$ cat config.mk
export PLATFORM = sky130hd
export DESIGN_NAME = fetch_queue
export DESIGN_NICKNAME = d
export VERILOG_FILES = /design/src/rtl/fetch_queue.sv
export SDC_FILE = /design/constraint.sdc
export NUM_CORES = 1
export LEC_CHECK = 0
export BUFFER_PORTS_ARGS = -buffer_cell sky130_fd_sc_hd__clkbuf_2
export CAP_MARGIN = 20
export CORE_UTILIZATION = 40
export CTS_BUF_LIST = sky130_fd_sc_hd__clkbuf_4 sky130_fd_sc_hd__clkbuf_8
export DETAILED_ROUTE_END_ITERATION = 8
export MAX_ROUTING_LAYER = met4
export PLACE_DENSITY = 0.66
export REMOVE_ABC_BUFFERS = 1
export SETUP_SLACK_MARGIN = 0.1
export SLEW_MARGIN = 40
export SYNTH_ARGS = -nofsm -noshare
export SYNTH_HDL_FRONTEND = slang
export SYNTH_SLANG_ARGS = --single-unit
$ cat constraint.sdc
create_clock -name CLK -period 2.4 [get_ports CLK]
set_input_delay 0.12 -clock CLK [delete_from_list [all_inputs] [get_ports CLK]]
set_output_delay 0.12 -clock CLK [all_outputs]
set_load 0.01 [all_outputs]
$ cat src/rtl/fetch_queue.sv
// fetch_queue: in-order instruction fetch with PC advance control and a decode-side FIFO
// Ports: CLK/RST (async active-low); PC in, PC_WRITE out; FLUSH redirect in;
//        IMEM_REQ/IMEM_ADDR/IMEM_GNT request side; IMEM_RVALID/IMEM_RDATA in-order responses;
//        ID_VALID/ID_READY/ID_INSTR/ID_PC decode handshake.
// Optional: define FETCH_BYPASS_EN to forward a response straight to decode when the FIFO holds no filled entry.
module fetch_queue #(
    parameter int          DEPTH = 2,
    parameter logic [31:0] NOP   = 32'h0000_0013
) (
    input  logic        CLK,
    input  logic        RST,
    input  logic [31:0] PC,
    output logic        PC_WRITE,
    input  logic        FLUSH,
    output logic        IMEM_REQ,
    output logic [31:0] IMEM_ADDR,
    input  logic        IMEM_GNT,
    input  logic        IMEM_RVALID,
    input  logic [31:0] IMEM_RDATA,
    output logic        ID_VALID,
    input  logic        ID_READY,
    output logic [31:0] ID_INSTR,
    output logic [31:0] ID_PC
);
    localparam int AW = (DEPTH > 1) ? $clog2(DEPTH) : 1;
    localparam int CW = AW + 1;
    localparam logic [CW:0] DEPTH_C = DEPTH[CW:0];

    logic [31:0]   pc_q [DEPTH];
    logic [31:0]   pc_d [DEPTH];
    logic [31:0]   instr_q [DEPTH];
    logic [31:0]   instr_d [DEPTH];
    logic [AW-1:0] head_q, head_d;
    logic [CW-1:0] alloc_cnt_q, alloc_cnt_d;
    logic [CW-1:0] filled_cnt_q, filled_cnt_d;
    logic [CW-1:0] discard_cnt_q, discard_cnt_d;
    logic [CW-1:0] unfilled;
    logic [AW-1:0] tail, fill_ptr;
    logic          alloc, fill, drop, pop, head_filled;

    // Entries fill in allocation order, so filled ones always sit contiguously at the head.
    assign unfilled    = alloc_cnt_q - filled_cnt_q;
    assign tail        = head_q + alloc_cnt_q[AW-1:0];
    assign fill_ptr    = head_q + filled_cnt_q[AW-1:0];
    assign head_filled = filled_cnt_q != '0;

    assign IMEM_ADDR = {PC[31:2], 2'b00};
    assign IMEM_REQ  = RST & ~FLUSH & (({1'b0, alloc_cnt_q} + {1'b0, discard_cnt_q}) < DEPTH_C);
    assign alloc     = IMEM_REQ & IMEM_GNT;
    assign PC_WRITE  = RST & (FLUSH | alloc);

    // Responses owed to flushed requests retire first; they are never written.
    assign drop = IMEM_RVALID & (discard_cnt_q != '0);
    assign fill = IMEM_RVALID & ~drop & (unfilled != '0);

`ifdef FETCH_BYPASS_EN
    assign ID_VALID = ~FLUSH & (head_filled | fill);
    assign ID_INSTR = !ID_VALID ? NOP : head_filled ? instr_q[head_q] : IMEM_RDATA;
`else
    assign ID_VALID = ~FLUSH & head_filled;
    assign ID_INSTR = ID_VALID ? instr_q[head_q] : NOP;
`endif
    assign ID_PC = ID_VALID ? pc_q[head_q] : '0;
    assign pop   = ID_VALID & ID_READY;

    always_comb begin
        pc_d          = pc_q;
        instr_d       = instr_q;
        head_d        = head_q;
        alloc_cnt_d   = alloc_cnt_q;
        filled_cnt_d  = filled_cnt_q;
        discard_cnt_d = discard_cnt_q;
        if (alloc) pc_d[tail] = PC;
        if (fill) instr_d[fill_ptr] = IMEM_RDATA;
        if (FLUSH) begin
            // Every unfilled entry still owes a response; one arriving now is already retired.
            alloc_cnt_d   = '0;
            filled_cnt_d  = '0;
            discard_cnt_d = discard_cnt_q + unfilled - CW'(drop | fill);
        end else begin
            head_d        = head_q + AW'(pop);
            alloc_cnt_d   = alloc_cnt_q + CW'(alloc) - CW'(pop);
            filled_cnt_d  = filled_cnt_q + CW'(fill) - CW'(pop);
            discard_cnt_d = discard_cnt_q - CW'(drop);
        end
    end

    always_ff @(posedge CLK or negedge RST) begin
        if (!RST) begin
            pc_q          <= '{default: '0};
            instr_q       <= '{default: '0};
            head_q        <= '0;
            alloc_cnt_q   <= '0;
            filled_cnt_q  <= '0;
            discard_cnt_q <= '0;
        end else begin
            pc_q          <= pc_d;
            instr_q       <= instr_d;
            head_q        <= head_d;
            alloc_cnt_q   <= alloc_cnt_d;
            filled_cnt_q  <= filled_cnt_d;
            discard_cnt_q <= discard_cnt_d;
        end
    end
endmodule
==> results of run 1 <==
[area by class of cell]
cell class	count	area, sq um	area share
clock buffers	20	275	0.0308
flip-flops and latches	135	3380	0.378
multi-input cells	299	2820	0.315
clock inverters	12	173	0.0193
inverters	9	33.8	0.00377
well taps	216	270	0.0302
repair buffers	265	2000	0.224
[synth_stat cells]
library cell	n
dfrtp_1	135
mux2_2	122
nor2_1	67
mux2i_1	66
buf_4	36
clkbuf_1	13
inv_1	9
ha_1	8
buf_1	6
mux2_1	6
xnor2_1	5
xor2_1	5
buf_2	4
nand2_1	4
buf_6	3
nor2b_1	3
and2_1	2
a2111o_1	1
a31oi_1	1
conb_1	1
fa_1	1
nand2b_1	1
nor2_4	1
nor4b_1	1
o21a_1	1
or2_2	1
xnor3_1	1
[worst max-delay path: cells and delay by family, from the launching register on]
family / cells / cell delay [ps]
muxes: 1 / 100
AOI/OAI and AO/OA: 1 / 220
adders and majority gates: 2 / 460
DFF: 1 / 410
xor gates and xnor gates: 4 / 860
buffers and inverters: 2 / 230
[repair_timing]
| action | 4_1_cts | 5_1_grt |
|---|---|---|
| hold buffers | 66 | 0 |
| endpoints found under the setup margin | 127 | 128 |
| cloned | 0 | 12 |
| pin swaps | 4 | 1 |
| setup buffers | 4 | 2 |
| endpoints found under the hold margin | 267 | 0 |
| gates resized for setup | 3 | 34 |
[routing by layer]
metal / wire, um / track usage
met5: 0 / -
met4: 229 / 0.0746
met3: 411 / 0.0384
met2: 8240 / 0.308
met1: 6880 / 0.194
[how the worst max path moves through the flow]
stage	end	slack, ps	start
after floorplan	instr_q[0]$_DFFE_PN0P_	-2210	head_q$_DFFE_PN0N_
after CTS	PC_WRITE	10	discard_cnt_q[0]$_DFF_PN0_
after global routing	discard_cnt_q[1]$_DFF_PN0_	-190	alloc_cnt_q[0]$_DFF_PN0_
after detailed placement	alloc_cnt_q[1]$_DFF_PN0_	-90	discard_cnt_q[0]$_DFF_PN0_
after global placement	alloc_cnt_q[1]$_DFF_PN0_	110	discard_cnt_q[0]$_DFF_PN0_
final	discard_cnt_q[1]$_DFF_PN0_	-10	alloc_cnt_q[1]$_DFF_PN0_
[power by group through the flow]
stage	combinational [mW]	sequential, mW	clock, mW
floorplan	2.16	3.91	0
global placement	2.90	3.81	0
detailed placement	3.02	3.89	0
CTS	3.14	3.85	2.15
global route	3.70	3.99	2.26
finish	3.41	3.87	2.10
[metrics by stage]
stage	std cells	worst slack [ps]	utilization	instance area, sq um
after floorplan	443	-2210	-	6110
after global placement	840	110	0.465	7390
after detailed placement	840	-90.4	0.466	7390
after CTS	942	9.61	0.538	8540
after global routing	956	-186	0.563	8950
final	956	-12.4	0.563	8950
[sequential cells by signal, summed over array words and instances, names as in the netlist]
| signal | count |
|---|---|
| instr_q | 64 |
| pc_q | 64 |
| filled_cnt_q | 2 |
| alloc_cnt_q | 2 |
| discard_cnt_q | 2 |
| head_q | 1 |
[kinds of logic (layout without fill, tap and decap cells)]
family                     count (synthesis)  after routing
muxes                                    194            194
DFF                                      135            135
and+or+nand+nor                           80             80
buffers and inverters                     71            306
xor gates and xnor gates                  11             11
adders and majority gates                  9              9
AOI/OAI and AO/OA                          3              3
other                                      1              2
==> flow_metrics.tcl, run 1 <==
set metrics [dict create \
    status "complete, but fails checks" \
    violations "setup timing" \
    finalWeightedCongestion 0.777 \
    post_synth_xor_area_fraction 0.0169 \
    total_power_mw 9.38 \
    min_period_ps 2410 \
    p_comb_frac 0.364 \
    cts_buffer_depth 2 \
    synth-simple-area-share 0.0508 \
    holdPathStages 3 \
    drcViolationCount 0 \
    die_h_um 129 \
    max_freq_ghz 0.415 \
    end_kind "flop" \
    r2r_end "discard_cnt_q[1]$_DFF_PN0_" \
    rsz0062_at_grt "true" \
    worst_pin_slew_ps 724 \
    worst_path_max_delay_cell "xnor3_1" \
    worstPathMaxFanout 3 \
    die_x_um 129 \
    grt_pass1_wl_um 21900 \
    final-max-slew-violation-count 0 \
    track_usage 0.176 \
    reg2reg_slack_ps -10 \
    drive_above_1_share 0.499 \
    dieArea_sq_um 16800 \
    nets 806 \
    syn_inst 504 \
    min_from "ID_READY" \
    start_util 0.409 \
    yosysTopAreaCellShare 0.520 \
    yosys-top-cells-area "dfrtp_1 (52%), mux2_2 (21%), mux2i_1 (10%)" \
    synth_top_family_by_area "multiplexers" \
    synth.area.mux_share 0.323 \
    h-tree-depth 4 \
    critPathKind "reg -> reg" \
    grt-ovfl-total 0 \
    hold_ws_ps 78.2 \
    p_int_mw 6.51 \
    power_leakage_nw 4.43 \
    synth_compound_area_frac 0.00385 \
    synth_area_sq_um 6500 \
    fin_skew_ps 10.2 \
    rows 46 \
    post-dp-hpwl_um 8970 \
    ys_ff_latch 135 \
    r2r_cells 10 \
    maxCapViolations 0 \
    avgSynthCellArea_sq_um 12.9 \
    viasPerCell 4.81 \
    clkPwrFrac 0.224 \
    core_area_sq_um 15900 \
    fin_tns_setup_ps -12.4 \
    post_drt_wl_per_cell_um 16.5 \
    path_cells "xnor3_1 > buf_4 > a31oi_1 > ha_1 > inv_1 > ha_2 > xor2_2 > xnor2_1 > mux2i_1 > xnor2_1" \
    synth_seq_area_share 0.520 \
    drtAntennaViolNets 0 \
    synth.distinct_cells 27 \
    antenna_cells 0 \
    cts.sinks 135 \
    peakVddDrop_v 0.000563 \
    layout_common_cells "clkbuf_2 (165), dfrtp_1 (133), mux2_2 (105)" \
    p_sw_frac 0.305 \
    min_period_over_period 1.01 \
    insertion_delay_ps 440 \
    areaGrowthSynthToFinish_pct 37.7 \
    root_buffer "clkbuf_8" \
    start_kind "flop" \
    final.setup.worst_slack_ps -12.4 \
    cts_tree "yes" \
    arrival_ps 2730 \
    vias 4595 \
    drt_iter0_drc 155 \
    rr_startpoint "alloc_cnt_q[1]$_DFF_PN0_" \
    firstDrtPassIters 6 \
    setup_viol 1 \
    power_frac_seq 0.413 \
    cp.required_ps 2720 \
    power_density_nw_per_um2 1050 \
    grt_max_degree 77 \
    routed_wl_um 15800 \
    min_to "head_q$_DFFE_PN0N_" \
    grt_pass1_vias 4503 \
    clkTransAtPathRegs_ps 70 \
    n_fill_cell 1355 \
    synth_fa_ha_area_frac 0.0185 \
    p_switching_mw 2.86 \
    hold_viol_final 0 \
    synth_area_leader_cell "dfrtp_1" \
    crit_path_frequent_cell "xnor2_1" \
    slew_headroom 0.518 \
    ys_warn_count 0 \
    portBuffers 166 \
    final_common_cell "clkbuf_2" \
    cp_slowest_stage_delay_ps 450 \
    cts_buffers 17 \
    ios 169 \
    hold_path.class "in -> reg" \
    antenna_found_initial 0 \
]
(Power assumes the default switching activity.)
==> run 2, diff against run 1 <==
--- a/config.mk
+++ b/config.mk
@@ -7,11 +7,12 @@
 export LEC_CHECK = 0
 export BUFFER_PORTS_ARGS = -buffer_cell sky130_fd_sc_hd__clkbuf_2
 export CAP_MARGIN = 20
-export CORE_UTILIZATION = 40
+export CORE_MARGIN = 5
+export CORE_UTILIZATION = 50
 export CTS_BUF_LIST = sky130_fd_sc_hd__clkbuf_4 sky130_fd_sc_hd__clkbuf_8
 export DETAILED_ROUTE_END_ITERATION = 8
 export MAX_ROUTING_LAYER = met4
-export PLACE_DENSITY = 0.66
+export PLACE_DENSITY = 0.79
 export REMOVE_ABC_BUFFERS = 1
 export SETUP_SLACK_MARGIN = 0.1
 export SLEW_MARGIN = 40
==> flow_metrics.tcl, run 2 (synthesis results as in run 1) <==
set metrics [dict create \
    critPathBufInv 3 \
    dpl_cell_area_sq_um 7350 \
    track_usage 0.205 \
    power_leakage_nw 4.34 \
    maxCapViolations 0 \
    final_common_cell "clkbuf_2" \
    peakVddDrop_v 0.000655 \
    final.setup.worst_slack_ps 38.2 \
    fin_cells 911 \
    drcViolationCount 0 \
    firstDrtPassIters 4 \
    cts_buffer_depth 2 \
    cts_buffers 17 \
    stdcell_area_sq_um 8820 \
    fin_tns_setup_ps 0 \
    min_period_ps 2360 \
    crit_family "simple AND/OR/NAND/NOR gates" \
    nets 805 \
    insertion_delay_ps 450 \
    min_period_over_period 0.984 \
    drt_iter0_drc 223 \
    antenna_cells 0 \
    clkTransAtPathRegs_ps 80 \
    drive_above_1_share 0.507 \
    portBuffers 166 \
    start_util 0.513 \
    die_h_um 124 \
    path_cells "inv_2 > nor2_2 > fa_1 > nor4b_4 > and2_4 > buf_4 > nand2b_4 > buf_12 > mux2_1" \
    arrival_ps 2690 \
    status "finished, final reports clean" \
    n_fill_cell 906 \
    dieArea_sq_um 15400 \
    layout_common_cells "clkbuf_2 (163), dfrtp_1 (134), mux2_2 (109)" \
    power_density_nw_per_um2 1040 \
    place_ws_ps -116 \
    slew_headroom 0.518 \
    rows 41 \
    fin_skew_ps 10.6 \
    root_buffer "clkbuf_8" \
    cp.required_ps 2730 \
    post_drt_wl_per_cell_um 17.7 \
    grt-ovfl-total 0 \
    grt_pass1_vias 4916 \
    antenna_found_initial 0 \
    h-tree-depth 4 \
    worst_path_max_delay_cell "fa_1" \
    cp_slowest_stage_delay_ps 510 \
    areaGrowthSynthToFinish_pct 35.7 \
    max_freq_ghz 0.423 \
    ios 169 \
    reg_top3 "instr_q x64, pc_q x64" \
    hold_path.class "in -> async" \
    setup_viol 0 \
    finalWeightedCongestion 0.796 \
    worst_pin_slew_ps 723 \
    core_area_sq_um 12700 \
    grt_pass1_wl_um 23500 \
    place_inst 795 \
    post-dp-hpwl_um 9350 \
    critPathKind "reg -> reg" \
    cts_tree "yes" \
    vias 4616 \
    routed_wl_um 16100 \
    end_kind "flop" \
    total_power_mw 9.16 \
    worstPathMaxFanout 8 \
    hold_viol_final 0 \
    grt_max_degree 63 \
    final-max-slew-violation-count 0 \
    drtAntennaViolNets 0 \
    cts.sinks 135 \
    rsz0062_at_grt "true" \
    viasPerCell 5.07 \
    die_x_um 124 \
    start_kind "flop" \
]
==> run 2: per-stage QoR <==
| stage | utilization | hold slack [ps] |
|---|---|---|
| after floorplan | - | -176 |
| after global placement | 0.580 | -7.25 |
| after detailed placement | 0.580 | -1.83 |
| after CTS | 0.667 | 40.1 |
| after global routing | 0.696 | 88.4 |
| final | 0.696 | 97.0 |
==> run 2: path summary, 6_finish.rpt <==
path / cells past startpoint / slack [ps] / endpoint / startpoint
max in group asynchronous: 3 / 1330 / head_q$_DFFE_PN0N_ / RST
min in group CLK: 3 / 140 / head_q$_DFFE_PN0N_ / ID_READY
setup reg to reg: 9 / 40 / pc_q[8]$_DFFE_PN0P_ / alloc_cnt_q[0]$_DFF_PN0_
setup / recovery: 9 / 40 / pc_q[8]$_DFFE_PN0P_ / alloc_cnt_q[0]$_DFF_PN0_
hold reg to reg: 1 / 500 / pc_q[8]$_DFFE_PN0P_ / pc_q[8]$_DFFE_PN0P_
hold / removal: 2 / 100 / instr_q[46]$_DFFE_PN0P_ / RST
==> run 2: routing by layer <==
layer / vias to the layer above / GRT usage / part of all wire
met5: - / - / 0
met4: 0 / 0.0869 / 0.021
met3: 29 / 0.0436 / 0.035
met1: 2346 / 0.227 / 0.40
met2: 99 / 0.358 / 0.55
li1: 2142 / - / -
==> run 2: final cells by class <==
| cell class | instances | area, sq um | area share |
|---|---|---|---|
| clock buffer | 19 | 255 | 0.0289 |
| clock inverter | 13 | 131 | 0.0149 |
| inverter | 9 | 33.8 | 0.00383 |
| multi-input combinational | 299 | 2860 | 0.325 |
| sequential | 135 | 3380 | 0.384 |
| tap | 172 | 215 | 0.0244 |
| timing repair buffer | 264 | 1940 | 0.220 |
==> run 2: what timing repair did <==
| item | CTS | global route |
|---|---|---|
| resized for setup | 5 | 36 |
| hold buffers | 66 | 0 |
| endpoints found under the hold margin | 154 | 0 |
| cloned | 0 | 7 |
| buffers inserted | 5 | 6 |
| endpoints found under the setup margin | 68 | 58 |
| pin swaps | 7 | 14 |
==> run 2: report_power, final <==
part,switching [mW],total [mW],internal [mW]
combinational,1.46,3.44,1.98
clock,0.882,1.83,0.950
sequential,0.567,3.89,3.32
total,2.91,9.16,6.25
==> run 3, diff against run 2 <==
--- a/config.mk
+++ b/config.mk
@@ -13,6 +13,7 @@
 export DETAILED_ROUTE_END_ITERATION = 8
 export MAX_ROUTING_LAYER = met4
 export PLACE_DENSITY = 0.79
+export RECOVER_POWER = 100
 export REMOVE_ABC_BUFFERS = 1
 export SETUP_SLACK_MARGIN = 0.1
 export SLEW_MARGIN = 40
==> flow_metrics.tcl, run 3 (synthesis results as in run 1) <==
set metrics [dict create \
    vias 4616 \
    grt_pass1_wl_um 23500 \
    status "finished, final reports clean" \
    rr_startpoint "alloc_cnt_q[0]$_DFF_PN0_" \
    maxCapViolations 0 \
    power_density_nw_per_um2 1040 \
    place_ws_ps -116 \
    grt-ovfl-total 0 \
    post-dp-hpwl_um 9350 \
    power_frac_seq 0.425 \
    end_kind "flop" \
    firstDrtPassIters 4 \
    setup_viol 0 \
    p_sw_frac 0.318 \
    die_x_um 124 \
    drtAntennaViolNets 0 \
    nets 805 \
    portBuffers 166 \
    p_comb_frac 0.375 \
    antenna_found_initial 0 \
    stdcell_area_sq_um 8780 \
    worst_pin_slew_ps 730 \
    final.setup.worst_slack_ps 32.5 \
    areaGrowthSynthToFinish_pct 35.1 \
    p_int_mw 6.25 \
    dpl_cell_area_sq_um 7350 \
    peakVddDrop_v 0.000652 \
    min_period_over_period 0.986 \
    cts_buffer_depth 2 \
    layout_common_cells "dfrtp_1 (134), clkbuf_2 (133), mux2_2 (109)" \
    h-tree-depth 4 \
    p_switching_mw 2.92 \
    final-max-slew-violation-count 0 \
    clkTransAtPathRegs_ps 80 \
    start_kind "flop" \
    critPathLaunch "alloc_cnt_q[0]$_DFF_PN0_" \
    slew_headroom 0.513 \
    cts.sinks 135 \
    finalWeightedCongestion 0.796 \
    n_fill_cell 926 \
    hold_viol_final 0 \
    rows 41 \
    viasPerCell 5.07 \
    ios 169 \
    drt_iter0_drc 230 \
    drcViolationCount 0 \
    cp.required_ps 2730 \
    reg_top3 "instr_q x64, pc_q x64" \
    fin_skew_ps 11.4 \
    arrival_ps 2700 \
    core_area_sq_um 12700 \
    hold_path.class "in -> async" \
    grt_max_degree 63 \
    root_buffer "clkbuf_8" \
    rsz0062_at_grt "true" \
    drive_above_1_share 0.467 \
    start_util 0.513 \
    critPathKind "reg -> reg" \
    post_drt_wl_per_cell_um 17.7 \
    total_power_mw 9.16 \
    cts_buffers 17 \
    power_leakage_nw 4.25 \
    grt_pass1_vias 4916 \
    clkPwrFrac 0.200 \
    dieArea_sq_um 15400 \
    max_freq_ghz 0.422 \
    routed_wl_um 16100 \
    cts_tree "yes" \
    min_period_ps 2370 \
    track_usage 0.205 \
    fin_cells 911 \
    worstPathMaxFanout 8 \
    die_h_um 124 \
    insertion_delay_ps 450 \
    place_inst 795 \
    final_common_cell "dfrtp_1" \
    antenna_cells 0 \
]
## run 3: routing by layer
layer,up-vias,share of wire,track usage
met4,0,0.020,0.0869
li1,2137,-,-
met2,104,0.55,0.358
met5,-,0,-
met1,2348,0.40,0.227
met3,27,0.036,0.0436
## run 3: worst paths after layout
kind | endpoint | slack (ps) | cells after the start
min in group CLK | head_q$_DFFE_PN0N_ | 140 | 3
worst max-delay path | pc_q[8]$_DFFE_PN0P_ | 30 | 9
worst max register to register | pc_q[8]$_DFFE_PN0P_ | 30 | 9
worst min register to register | pc_q[8]$_DFFE_PN0P_ | 500 | 1
worst min-delay path | instr_q[46]$_DFFE_PN0P_ | 100 | 2
max in group asynchronous | head_q$_DFFE_PN0N_ | 1330 | 3
## run 3: cell type report
class	count	area (sq um)	area share
inverter	9	33.8	0.00385
clock inverter	13	131	0.0150
clock buffer	19	255	0.0291
multi-input combinational	299	2860	0.326
sequential	135	3380	0.385
timing repair buffer	264	1900	0.216
tap	172	215	0.0245
## run 3: worst max-delay path, cell delays in order, from the launching register on
cell and delay [ps]:
dfrtp_1 400, inv_2 70, nor2_2 40, fa_1 510, nor4b_4 310, and2_4 220, buf_4 120, nand2b_4 100
buf_12 170, mux2_1 300
## run 3: timing repair
item,in CTS,in global routing
hold endpoints to repair,154,0
pin swaps,7,14
buffers inserted,5,6
gates cloned,0,7
setup endpoints to repair,68,58
hold buffers,66,0
resized for setup,5,36
## run 3: power by group through the flow
stage                     registers (mW)  logic, mW  clock network (mW)
after detailed placement            3.91       3.02                   0
after global placement              3.81       2.88                   0
final                               3.89       3.44                1.83
after global routing                4.01       3.74                1.98
after floorplan                     3.91       2.16                   0
after CTS                           3.86       3.15                1.88
## run 3: per-stage QoR
step           TNS (ps)   util  hold WS, ps
2_1_floorplan   -229530      -         -176
3_3_place_gp          0  0.580        -7.25
3_5_place_dp       -200  0.580        -1.83
4_1_cts               0  0.667         40.1
5_1_grt           -1410  0.693         88.4
6_report              0  0.693         96.2
